--- src/rtl/muldiv_if.sv ---
// Start/busy/done handshake and operand/result bus for the iterative
// multiply/divide unit.
interface muldiv_if #(
    parameter int WIDTH = 32
);
    logic [WIDTH-1:0] x;
    logic [WIDTH-1:0] y;
    logic             start;
    logic [1:0]       op;
    logic [WIDTH-1:0] hi;
    logic [WIDTH-1:0] lo;
    logic             busy;
    logic             done;
    logic             div_zero;

    modport master (
        output x, y, start, op,
        input  hi, lo, busy, done, div_zero
    );

    modport slave (
        input  x, y, start, op,
        output hi, lo, busy, done, div_zero
    );
endinterface

--- src/rtl/muldiv_unit.sv ---
// Iterative shift-add multiplier / restoring divider with HI/LO results.
// One WIDTH+1 bit adder is shared by both modes; signs are fixed up at the end.
module muldiv_unit #(
    parameter int WIDTH = 32,
    parameter int CNT_W = $clog2(WIDTH + 1)
) (
    input  logic    clk,
    input  logic    reset,
    muldiv_if.slave bus
);
    typedef enum logic [1:0] {IDLE, RUN, FINISH} state_t;

    state_t state, state_nx;

    logic [WIDTH-1:0] acc, q, m;
    logic [WIDTH-1:0] hi_r, lo_r;
    logic [CNT_W-1:0] cnt;
    logic             is_div, neg_q, neg_r;
    logic             done_r, dz_r;

    logic             accept, zero_div, sgn, x_neg, y_neg;
    logic [WIDTH-1:0] xa, ya;
    logic [WIDTH:0]   add_a, add_b;
    logic [WIDTH+1:0] sum;
    logic             ge;
    logic [2*WIDTH-1:0] prod_fix;
    logic [WIDTH-1:0] fix_hi, fix_lo;

    always_comb begin
        sgn      = ~bus.op[0];
        x_neg    = sgn & bus.x[WIDTH-1];
        y_neg    = sgn & bus.y[WIDTH-1];
        xa       = x_neg ? -bus.x : bus.x;
        ya       = y_neg ? -bus.y : bus.y;
        accept   = bus.start && (state != RUN);
        zero_div = bus.op[1] && (bus.y == '0);
    end

    // Divide: trial subtract of {rem,next bit} - divisor; multiply: acc + m.
    always_comb begin
        add_a = is_div ? {acc, q[WIDTH-1]} : {1'b0, acc};
        add_b = is_div ? ~{1'b0, m} : (q[0] ? {1'b0, m} : '0);
        sum   = {1'b0, add_a} + {1'b0, add_b}
              + {{(WIDTH+1){1'b0}}, is_div};
        ge    = sum[WIDTH+1];
    end

    always_comb begin
        prod_fix = neg_q ? -{acc, q} : {acc, q};
        if (is_div) begin
            fix_lo = neg_q ? -q : q;
            fix_hi = neg_r ? -acc : acc;
        end else begin
            fix_hi = prod_fix[2*WIDTH-1:WIDTH];
            fix_lo = prod_fix[WIDTH-1:0];
        end
    end

    always_comb begin
        state_nx = state;
        unique case (state)
            IDLE: begin
                if (accept && !zero_div) state_nx = RUN;
            end
            RUN: begin
                if (cnt == CNT_W'(1)) state_nx = FINISH;
            end
            FINISH: begin
                state_nx = (accept && !zero_div) ? RUN : IDLE;
            end
            default: state_nx = IDLE;
        endcase
    end

    always_ff @(posedge clk) begin
        if (reset) begin
            state  <= IDLE;
            acc    <= '0;
            q      <= '0;
            m      <= '0;
            cnt    <= '0;
            is_div <= 1'b0;
            neg_q  <= 1'b0;
            neg_r  <= 1'b0;
            hi_r   <= '0;
            lo_r   <= '0;
            done_r <= 1'b0;
            dz_r   <= 1'b0;
        end else begin
            state  <= state_nx;
            done_r <= 1'b0;
            dz_r   <= 1'b0;
            if (state == RUN) begin
                cnt <= cnt - CNT_W'(1);
                if (is_div) begin
                    acc <= ge ? sum[WIDTH-1:0] : add_a[WIDTH-1:0];
                    q   <= {q[WIDTH-2:0], ge};
                end else begin
                    acc <= sum[WIDTH:1];
                    q   <= {sum[0], q[WIDTH-1:1]};
                end
            end
            if (state == FINISH) begin
                hi_r   <= fix_hi;
                lo_r   <= fix_lo;
                done_r <= 1'b1;
            end
            if (accept) begin
                if (zero_div) begin
                    done_r <= 1'b1;
                    dz_r   <= 1'b1;
                end else begin
                    acc    <= '0;
                    q      <= xa;
                    m      <= ya;
                    cnt    <= CNT_W'(WIDTH);
                    is_div <= bus.op[1];
                    neg_q  <= x_neg ^ y_neg;
                    neg_r  <= bus.op[1] & x_neg;
                end
            end
        end
    end

    assign bus.hi       = hi_r;
    assign bus.lo       = lo_r;
    assign bus.busy     = (state == RUN);
    assign bus.done     = done_r;
    assign bus.div_zero = dz_r;
endmodule

--- src/flat_wrapper.sv ---
// flat-port wrapper written by rule: the top's interface ports become plain ports
module muldiv_unit_flat 
#(
    parameter int WIDTH = 32,
    parameter int CNT_W = $clog2(WIDTH + 1)
)
  (clk, reset, bus_x, bus_y, bus_start, bus_op, bus_hi, bus_lo, bus_busy, bus_done, bus_div_zero);
  muldiv_if #(.WIDTH(WIDTH)) bus_i ();
  input  logic clk;
  input  logic reset;
  input wire logic [$bits(bus_i.x)-1:0] bus_x;
  input wire logic [$bits(bus_i.y)-1:0] bus_y;
  input wire logic [$bits(bus_i.start)-1:0] bus_start;
  input wire logic [$bits(bus_i.op)-1:0] bus_op;
  output wire logic [$bits(bus_i.hi)-1:0] bus_hi;
  output wire logic [$bits(bus_i.lo)-1:0] bus_lo;
  output wire logic [$bits(bus_i.busy)-1:0] bus_busy;
  output wire logic [$bits(bus_i.done)-1:0] bus_done;
  output wire logic [$bits(bus_i.div_zero)-1:0] bus_div_zero;
  assign bus_i.x = bus_x;
  assign bus_i.y = bus_y;
  assign bus_i.start = bus_start;
  assign bus_i.op = bus_op;
  assign bus_hi = bus_i.hi;
  assign bus_lo = bus_i.lo;
  assign bus_busy = bus_i.busy;
  assign bus_done = bus_i.done;
  assign bus_div_zero = bus_i.div_zero;
  muldiv_unit #(.WIDTH(WIDTH), .CNT_W(CNT_W)) u_core (.clk(clk), .reset(reset), .bus(bus_i));
endmodule
--- config.mk ---
export PLATFORM = sky130hd
export DESIGN_NAME = muldiv_unit_flat
export DESIGN_NICKNAME = d
export VERILOG_FILES = /design/src/rtl/muldiv_if.sv /design/src/rtl/muldiv_unit.sv /design/src/flat_wrapper.sv
export SDC_FILE = /design/constraint.sdc
export NUM_CORES = 1
export LEC_CHECK = 0
export CAP_MARGIN = 20
export CORE_MARGIN = 4
export CORE_UTILIZATION = 46
export DETAILED_ROUTE_END_ITERATION = 12
export PLACE_DENSITY = 0.7
export SYNTH_ARGS = -nofsm -noshare
export SYNTH_HDL_FRONTEND = slang
export SYNTH_SLANG_ARGS = --single-unit
--- constraint.sdc ---
create_clock -name clk -period 4.2 [get_ports clk]
set_input_delay 1.05 -clock clk [delete_from_list [all_inputs] [get_ports clk]]
set_output_delay 1.05 -clock clk [all_outputs]
set_load 0.05 [all_outputs]
Word-level counts from Yosys, hierarchy flattened:

Index checks and enable logic that the tools add are counted.

* flip-flop bits (word level): 173
* input port bits: 69
* output and inout port bits: 67
* word-level logic and storage cells: 73

* add/sub/neg operators: 8
* eq/ne operators: 6
* multiplexer cells: 30
* bitwise logic cells: 8
* reduce and logical (&&, ||, !) cells: 9

Operators by type and width (count)
* 2-to-1 mux 32 bit: 16
* negation 32 bit: 4
* 2-to-1 mux 33 bit: 2
* 2-to-1 mux 64 bit: 1
* negation 64 bit: 1
* adder 33 x 33 -> 34 bit: 1
* adder 34 x 1 -> 34 bit: 1
* NOT 32 -> 33 bit: 1
* logical NOT 32 bit: 1
* 2-to-1 mux 6 bit: 3
* equality test 6 x 1 -> 1 bit, second input constant: 1
* != test 2 x 1 -> 1 bit, second input constant: 3
* one-hot mux 2 bit (3 select lines): 1
* subtractor 6 x 1 -> 6 bit, second input constant: 1
* 2-to-1 mux 1 bit: 5
* 2-to-1 mux 2 bit: 2
* AND reduction 2 bit: 2
* AND 1 bit: 3
* logical AND 1 bit: 3
* NOT 1 bit: 3
* equality test 2 x 1 -> 1 bit, second input constant: 1
* equality test 2 bit, second input constant: 1
* logical NOT 2 bit: 1
* OR reduction 2 bit: 1
* 2 further kinds: 2

Longest topological paths before layout:

Gate-level depths: netlist (run 1).

* depth in word-level cells: 9
* depth in mapped cells: 20
* gate-level depth less buffers: 16

Worst setup path before layout (run 1):

OpenSTA, ideal clock, no wires.

* kind: register -> register
* start: register u_core.is_div
* end: register u_core.acc[16]
* library setup time: 0.117 ns
* arrival: 4.294 ns
* data required time: 4.083 ns
* setup slack: -0.212 ns
* stages on the path, launching flop included: 18
* path buffers: 7
* clock period less this slack: 4.412 ns
* path through: dfxtp_1 clkbuf_1 clkbuf_1 clkbuf_1 buf_1 mux2_2 ha_1 clkbuf_1 a21oi_1 o21ai_0 or2_2 a2111o_1 nand3_1 and2_1 clkbuf_1 buf_2 o211ai_1 a32o_1

* word-level cells in the longest chain between the ends: 8
* elaborated cells between the ends (all ways): 9
* classes of those cells: add/sub (2); mux (7)

Ends and longest elaborated chain
* start, declared: line muldiv_unit.sv:18 `logic is_div, neg_q, neg_r;`
* start signal, assigned: line muldiv_unit.sv:117 `is_div <= bus.op[1];`
* 2-to-1 mux 33 bit (on tied branches): line muldiv_unit.sv:41, muldiv_unit.sv:42
* adder 33 x 33 -> 34 bit: line muldiv_unit.sv:43 `sum = {1'b0, add_a} + {1'b0, add_b}`
* adder 34 x 1 -> 34 bit: line muldiv_unit.sv:44 `+ {{(WIDTH+1){1'b0}}, is_div};`
* 2-to-1 mux 32 bit: line muldiv_unit.sv:96 `acc <= ge ? sum[WIDTH-1:0] : add_a[WIDTH-1:0];`
* 2-to-1 mux 32 bit *: line muldiv_unit.sv:95 `if (is_div) begin`
* 2-to-1 mux 32 bit *: line muldiv_unit.sv:93 `if (state == RUN) begin`
* 2-to-1 mux 32 bit: line muldiv_unit.sv:109 `if (zero_div) begin`
* 2-to-1 mux 32 bit *: line muldiv_unit.sv:108 `if (accept) begin`
* end signal, assigned: line muldiv_unit.sv:96
* end signal, assigned: line muldiv_unit.sv:99 `acc <= sum[WIDTH:1];`
* end, declared: line muldiv_unit.sv:15 `logic [WIDTH-1:0] acc, q, m;`

Mark *: on every way between the ends. The rest lies on a longest branch, timed or not.
A chain may end at the register's enable or synchronous reset.

Worst setup path after layout (run 1):

* start: register u_core.is_div
* end: register u_core.acc[20]

Same word-level chain as after synthesis.

==> results summary, run 1 <==
The run finished with clean final reports. Prior to clock tree synthesis, the placed netlist has a worst setup slack of approximately 200 ps. The transition at the pin with the smallest max-transition slack came out at around 1000 ps. The count of cell types in the netlist is 76.

The share of synthesized cell area in and, or, nand and nor gates came out at 0.2238. The worst clock skew is 14.00 ps. The remaining antenna violation count after routing came out at 0.

In this run, synthesis produced a sequential element count of ~170. Setup repair after global routing left no endpoint under its margin. The total vias in the final route is 12451.

The yosys synthesis warning count came out at 0. The most common cell in the synthesized netlist is sky130_fd_sc_hd__nand2_1. The number of endpoints with negative hold slack in the final report is 0.

The final antenna diode count came out at 0. Entering global routing, the biggest net connects 64 pins. The net count of the mapped netlist is between 1500 and 2000. The worst setup path is captured at a register.

The core footprint came out at around 27000 sq um. Of all nets on the critical path, the largest fanout is 45. The async set-or-reset flop fraction in the synthesized netlist is 0. The overflow left after global routing is 0. After synthesis, the cell types taking the most area are sky130_fd_sc_hd__dfxtp_1 (28%), sky130_fd_sc_hd__o21ai_0 (6.0%), sky130_fd_sc_hd__nand2_1 (5.8%). The detailed router finished its first iteration with 1188 violations. The number of antenna violations at the first check in global routing came out at 0. The area fraction in compound gates after synthesis came out at 0.2520. The worst-case IR drop observed on VDD is 260.9 uV. The longest clock path from root to sink contains 2 buffers.

The number of I/O pins is 136. The remaining max-slew budget at the tightest pin is 0.3045. The number of max-slew violations in the final report is 0. The final net count is ~1900.

The post-cts gate resize count is 0. Once routing completed, OpenROAD measured the worst setup slack at around 410 ps. The post-CTS clock slew at the launch and capture registers of the worst setup and hold paths came out at approximately 70 ps. The routed length per instance came out at 18.03 um. The tool flagged a number of max-cap violations equal to 0.

Routability-driven placement finished with a final weighted congestion of 0.9303. The mapped cell area came out at 12580 sq um. The setup path with the least slack is of type reg2reg. After detailed routing, the total wire length is roughly 38000 um. Clock tree synthesis selected as its root buffer the cell sky130_fd_sc_hd__clkbuf_16. The worst path arrival time is 4110 ps. Of all cell types, the one taking the most synthesized area is sky130_fd_sc_hd__dfxtp_1.

The vertical die dimension came out at around 170 um. The area fraction of the dominant cell type after synthesis came out at 0.2753. The share of the core filled with cells is 0.5571.

STA classifies the critical path startpoint as a register. The number of global-route vias before repair came out at 11213. After clock tree synthesis, the flow added hold-fix buffers numbering 0.

The horizontal die dimension is roughly 170 um. TritonCTS created 17 clock buffers. Based on the critical path, the design can be clocked at up to between 0.2 and 0.3 GHz.

Once the clock tree was built, the setup fixing pass inserted 0 buffers. Counting the fill cells in the layout gives 2548. The effective utilization at floorplan came out at 0.4668. Of the total synthesized cell area, the portion taken by XOR and XNOR cells is 0.1037. The global-route wire length before repair is ~61000 um. The insertion delay of the later-clocked pin in the worst-skew pair is approximately 430 ps.

The number of rows created at floorplan came out at 60. Of the total synthesized cell area, the portion taken by full adders, half adders and majority gates is 0.04098. The synthesized netlist cell count came out at around 1700. The remaining routing DRC violations came out at 0. Dividing the final minimum period by the clock period gives 0.9024. The mux contribution to synthesized area is 0.05620.

The sum of negative setup slack is 0 ps. The synthesis-to-layout area growth came out at 19.35%. The commonest cells after synthesis are sky130_fd_sc_hd__nand2_1 (196), sky130_fd_sc_hd__dfxtp_1 (173), sky130_fd_sc_hd__nor2_1 (168), sky130_fd_sc_hd__o21ai_0 (151), sky130_fd_sc_hd__a21oi_1 (118). The number of clock sinks came out at between 150 and 200. The half-perimeter wire length of the detailed placement result is ~30000 um.

Input and output buffers added on the ports amount to approximately 140. The critical path required time came out at 4520 ps. Summed over all cells, the static leakage comes to around 0.0055 uW.

The number of H-tree levels is 4. The number of flops mapped to enable cells by yosys is 0. The power density over the cells is 346.8 nW/um^2.

Setup violations remaining at the end of the flow were counted as 0. The TritonCTS clock tree is yes. The number of iterations in the first detailed-routing pass came out at 5. The classification of the worst-slack hold path is reg2reg. After synthesis, the largest family of logic cells by area is compound AO/OA/AOI/OAI gates. After layout, the minimum clock period comes to around 3800 ps. A synthesized cell averages 7.551 sq um. In the global route stage, overall resource usage came out at 0.2438.

In the final layout, the share of cells above drive strength 1 is 0.09994. The floorplan die area is 30060 sq um. The sequential fraction of the synthesis area is 0.2753. The top flip-flop cell by instance count after synthesis is sky130_fd_sc_hd__dfxtp_1.

In the routed layout, each cell is associated on average with a via count of 5.868.
per-layer routing:
metal | routed length, um | share of wire | vias up | GRT usage
met5 | 0 | 0 | - | 0
met4 | 733 | 0.019 | 0 | 0.06917
met3 | 2937 | 0.077 | 54 | 0.04100
met2 | 16230 | 0.42 | 458 | 0.3630
met1 | 18370 | 0.48 | 5719 | 0.3619
li1 | - | - | 6220 | -
layout make-up:
type,instances,area (sq um),area share
tap,341,426.7,0.02842
sequential,173,3467,0.2309
multi-input combinational,1347,8537,0.5686
clock inverter,13,125.1,0.008334
timing repair buffer,209,1939,0.1292
inverter,20,75.07,0.005000
clock buffer,19,442.9,0.02950
critical path, stage by stage, from the launching register on:
cell and delay [ps]:
sky130_fd_sc_hd__dfxtp_4 400, sky130_fd_sc_hd__buf_4 390, sky130_fd_sc_hd__mux2_2 390, sky130_fd_sc_hd__ha_1 320, sky130_fd_sc_hd__buf_4 140, sky130_fd_sc_hd__nand4_1 150
sky130_fd_sc_hd__a211oi_1 440, sky130_fd_sc_hd__buf_4 190, sky130_fd_sc_hd__o21ai_0 190, sky130_fd_sc_hd__o21a_1 230, sky130_fd_sc_hd__o21ai_0 260, sky130_fd_sc_hd__xnor2_1 230
sky130_fd_sc_hd__a21oi_1 110, sky130_fd_sc_hd__a22o_1 210
metrics by stage:
step | instances | total power (uW) | area [sq um] | hold slack (ps)
3_3_place_gp | 2090 | 3632 | 14450 | 440.4
6_report | 2122 | 5206 | 15010 | 454.9
2_1_floorplan | 1666 | 3097 | 12580 | 437.8
5_1_grt | 2122 | 5476 | 15010 | 480.4
3_5_place_dp | 2090 | 3648 | 14450 | 446.3
4_1_cts | 2122 | 5200 | 15010 | 454.9
power breakdown:
| group | internal, uW | switching [uW] |
|---|---|---|
| registers | 1760 | 190 |
| clock network | 800 | 759 |
| logic | 690 | 1010 |
| total | 3250 | 1960 |
flip-flops by register name (all words and copies together), names as in the netlist, 2 cells and up:
signal / flops
u_core.bus.lo: 32
u_core.acc: 32
u_core.q: 32
u_core.bus.hi: 32
u_core.m: 32
u_core.cnt: 6
u_core.state: 2
worst paths after layout:
check	start	depth (start not counted)	slack (ps)	to
setup reg to reg	u_core.is_div	13	410	u_core.acc[20]
hold reg to reg	u_core.bus.hi[21]	2	450	u_core.bus.hi[21]
hold / removal	u_core.bus.hi[21]	2	450	u_core.bus.hi[21]
setup / recovery	u_core.is_div	13	410	u_core.acc[20]
cell families after synthesis:
kind of cell,after synthesis
AOI/OAI and AO/OA,507
xor gates and xnor gates,149
adders and majority gates,40
buffers and inverters,146
DFF,173
muxes,67
and+or+nand+nor,584
cells in the final DEF (no fill, tap or decap), drive strengths merged, types with 10 or more instances in the layout:
cell	Yosys	final
nand2	196	196
dfxtp	173	173
nor2	170	170
o21ai	154	154
clkdlybuf4s50	0	134
a21oi	118	118
xnor2	76	76
buf	37	75
xor2	73	73
a211oi	59	59
nand3	47	47
mux2i	38	38
ha	38	38
nor3	30	30
mux2	29	29
a21o	29	29
inv	20	26
o22ai	25	25
a31oi	21	21
or3	21	21
o31ai	19	19
nand2b	19	19
clkbuf	89	19
nand4	18	18
nor4	17	17
o41ai	14	14
or2	13	13
or4	13	13
o21a	10	10
o211ai	10	10
nor2b	10	10
and3	10	10
Power figures use the tool's default switching activity.
==> run 2, diff against run 1 <==
--- a/config.mk
+++ b/config.mk
@@ -6,10 +6,12 @@
 export NUM_CORES = 1
 export LEC_CHECK = 0
 export CAP_MARGIN = 20
+export CORE_ASPECT_RATIO = 1.2
 export CORE_MARGIN = 4
 export CORE_UTILIZATION = 46
 export DETAILED_ROUTE_END_ITERATION = 12
-export PLACE_DENSITY = 0.7
+export GPL_ROUTABILITY_DRIVEN = 0
+export PLACE_DENSITY = 0.66
 export SYNTH_ARGS = -nofsm -noshare
 export SYNTH_HDL_FRONTEND = slang
 export SYNTH_SLANG_ARGS = --single-unit
==> results summary, run 2 (same netlist as run 1, synthesis figures left out) <==
The path type of the worst setup path was reg2reg (unchanged). The horizontal die dimension is 159.0 um (was 173.4 um). The core footprint was 27000 sq um (was 26950 sq um). The source of the critical timing path is u_core.q[0] (was u_core.is_div). The number of iterations in the first detailed-routing pass was 5 (unchanged).

The number of global-route vias before repair came to 11558 (was 11213). The layout filler cell count is 2601 (was 2548). The total routed wirelength came out at 37010 um (was 38270 um). The insertion delay of the later-clocked pin in the worst-skew pair is 450 ps (was 430 ps). The cell with the largest stage delay on the worst path is sky130_fd_sc_hd__a2111o_1 (was sky130_fd_sc_hd__a211oi_1). The end point of the critical path was u_core.acc[30] (was u_core.acc[20]). The endpoint of the lowest-slack register-to-register path is u_core.acc[30] (was u_core.acc[20]). The overflow left after global routing is 0 (unchanged). The half-perimeter wire length of the detailed placement result came out at 28390 um (was 29600 um). The endpoint type of the worst setup path was a register (unchanged). The total CTS buffers came out at 17 (unchanged). The number of buffers between clock root and the deepest sink was 2 (unchanged). The TritonCTS clock tree was yes (unchanged). The classification of the worst-slack hold path is reg2reg (unchanged). The count of maximum capacitance violations came to 0 (unchanged). The worst path arrival time came out at 4280 ps (was 4110 ps). The placed instance count came out at 2093 (was 2090).

The worst-case setup margin in the final layout is 274.1 ps (was 409.9 ps). The maximum achievable frequency is 0.2547 GHz (was 0.2638 GHz). The power density over the cells is 346.4 nW/um^2 (was 346.8 nW/um^2).

The number of antenna violations at the first check in global routing came to 0 (unchanged). The slack of the worst reg-to-reg path was 270 ps (was 410 ps). The number of I/O pins is 136 (unchanged). The number of setup buffers added after CTS came out at 0 (unchanged).

The remaining routing DRC violations came out at 0 (unchanged). The pre-CTS setup slack is 171.3 ps (was 198.5 ps). The count of placed standard cells in the final layout, fillers left out is 2125 (was 2122). The number of rows created at floorplan is 66 (was 60). The launch instance of the worst register-to-register path is u_core.q[0] (was u_core.is_div). The CTS root buffer was sky130_fd_sc_hd__clkbuf_16 (unchanged). The number of buffers added to fix hold violations after cts came to 0 (unchanged). Highest-count cells in the layout ignoring fill and taps: sky130_fd_sc_hd__nand2_1 (196), sky130_fd_sc_hd__dfxtp_1 (172), sky130_fd_sc_hd__nor2_1 (167) (unchanged). The largest fanout on the critical path came out at 4 (was 45).

The number of clock sinks is 173 (unchanged). The worst voltage drop across the vdd grid came out at 220.9 uV (was 260.9 uV). The routed length per instance came out at 17.41 um (was 18.03 um).

The floorplan die area came out at 30070 sq um (was 30060 sq um). The vertical die dimension is 189.2 um (was 173.4 um). The worst clock skew is 10.98 ps (was 14.00 ps). The synthesis-to-layout area growth came to 19.63% (was 19.35%). The number of endpoints with negative hold slack in the final report came out at 0 (unchanged). The global-route wire length before repair is 59570 um (was 60730 um). Run status: finished, final reports clean (unchanged). The post-CTS clock slew at the launch and capture registers of the worst setup and hold paths came out at 80 ps (was 70 ps).

The number of buffers added on ports is 135 (unchanged). The sum of negative setup slack came out at 0 ps (unchanged). The pin count of the biggest net entering global routing is 65 (was 64). The fraction of final layout cells with drive strength greater than 1 came to 0.1020 (was 0.09994). The via-per-instance ratio came to 5.905 (was 5.868). The worst stage delay on the critical path is 410 ps (was 440 ps). The most common cell after layout, fill and taps aside is sky130_fd_sc_hd__nand2_1 (unchanged). The effective utilization at floorplan is 0.4659 (was 0.4668). The number of max-slew violations in the final report is 0 (unchanged). The number of H-tree levels came out at 4 (unchanged). The critical path required time came out at 4550 ps (was 4520 ps). The post-cts gate resize count came to 0 (unchanged). The number of DRC violations after detailed-routing iteration 0 is 1087 (was 1188).

The final antenna diode count was 0 (unchanged). The remaining max-slew budget at the tightest pin came to 0.3518 (was 0.3045). The static power due to leakage is 0.005566 uW (was 0.005545 uW). The final period demand of the worst path came to 3926 ps (was 3790 ps). The final net count came out at 1881 (was 1877). The startpoint class of the critical path is a register (unchanged).

Unrepaired setup endpoints after global routing: no (unchanged). Cell-by-cell listing of the critical path: inv_1 > nor2_1 > nand2_1 > o21ai_1 > buf_4 > fa_1 > inv_1 > fa_1 > nor2b_1 > o31a_1 > o311a_1 > o21ai_1 > buf_4 > a2111o_1 > and3_1 > o31a_1 > mux2i_1 > o41ai_1 (was buf_4 > mux2_2 > ha_1 > buf_4 > nand4_1 > a211oi_1 > buf_4 > o21ai_0 > o21a_1 > o21ai_0 > xnor2_1 > a21oi_1 > a22o_1). The final count of negative-setup-slack endpoints came out at 0 (unchanged).

The fraction of the cycle the final worst path needs is 0.9347 (was 0.9024). The depth of the worst register-to-register path is 18 (was 13). The total global-route track usage is 0.2380 (was 0.2438). The remaining antenna violation count after routing came out at 0 (unchanged). The transition at the pin with the smallest max-transition slack was 971.3 ps (was 1042 ps).

The total vias in the final route came out at 12548 (was 12451).
-- run 2: final cells by class --
class | count | area [sq um] | area share
timing repair buffer | 213 | 1969 | 0.1309
clock inverter | 14 | 146.4 | 0.009727
clock buffer | 18 | 429.2 | 0.02852
sequential | 173 | 3467 | 0.2304
inverter | 20 | 75.07 | 0.004988
multi-input combinational | 1347 | 8537 | 0.5673
tap | 340 | 425.4 | 0.02827
-- run 2: metrics by stage --
stage          total power, uW  area [sq um]  hold WS [ps]    util
6_report                  5214         15050         450.9  0.5573
5_1_grt                   5491         15050         474.8  0.5573
4_1_cts                   5213         15050         454.8  0.5573
3_5_place_dp              3630         14470         445.4  0.5360
3_3_place_gp              3608         14470         439.6  0.5360
2_1_floorplan             3097         12580         437.8       -
-- run 2: critical path: cells and delay by family, from the launching register on --
kind	cells	cell delay (ps)
simple gates	4	860
buf+inv	4	410
compound gates	7	1500
flops	1	330
fa+ha+maj	2	550
mux	1	150
-- run 2: worst min-delay path by stage --
| stage | startpoint | endpoint | slack (ps) | cells past startpoint |
|---|---|---|---|---|
| 3_3_place_gp | u_core.bus.hi[21] | u_core.bus.hi[21] | 440 | 2 |
| 3_5_place_dp | u_core.bus.hi[21] | u_core.bus.hi[21] | 450 | 2 |
| 5_1_grt | u_core.bus.hi[24] | u_core.bus.hi[24] | 470 | 2 |
| 6_report | u_core.bus.hi[17] | u_core.bus.hi[17] | 450 | 2 |
| 2_1_floorplan | u_core.m[29] | u_core.m[29] | 440 | 2 |
| 4_1_cts | u_core.bus.hi[17] | u_core.bus.hi[17] | 450 | 2 |
-- run 2: power by group --
part           internal (uW)  switching (uW)  total [uW]
Clock                    795             794        1590
Sequential              1760             191        1950
Combinational            693             986        1680
Total                   3240            1970        5210
-- run 2: per-layer routing --
layer	share of wire	GRT usage	vias up
li1	-	-	6244
met1	0.47	0.3284	5821
met2	0.45	0.3838	408
met3	0.057	0.03571	75
met4	0.024	0.07947	0
met5	0	0	-
==> run 3, diff against run 2 <==
--- a/config.mk
+++ b/config.mk
@@ -9,6 +9,7 @@
 export CORE_ASPECT_RATIO = 1.2
 export CORE_MARGIN = 4
 export CORE_UTILIZATION = 46
+export CTS_CLUSTER_DIAMETER = 30
 export DETAILED_ROUTE_END_ITERATION = 12
 export GPL_ROUTABILITY_DRIVEN = 0
 export PLACE_DENSITY = 0.66
==> results of run 3 <==
Same layout as run 2: the final DEF is identical, and so are final timing and power.
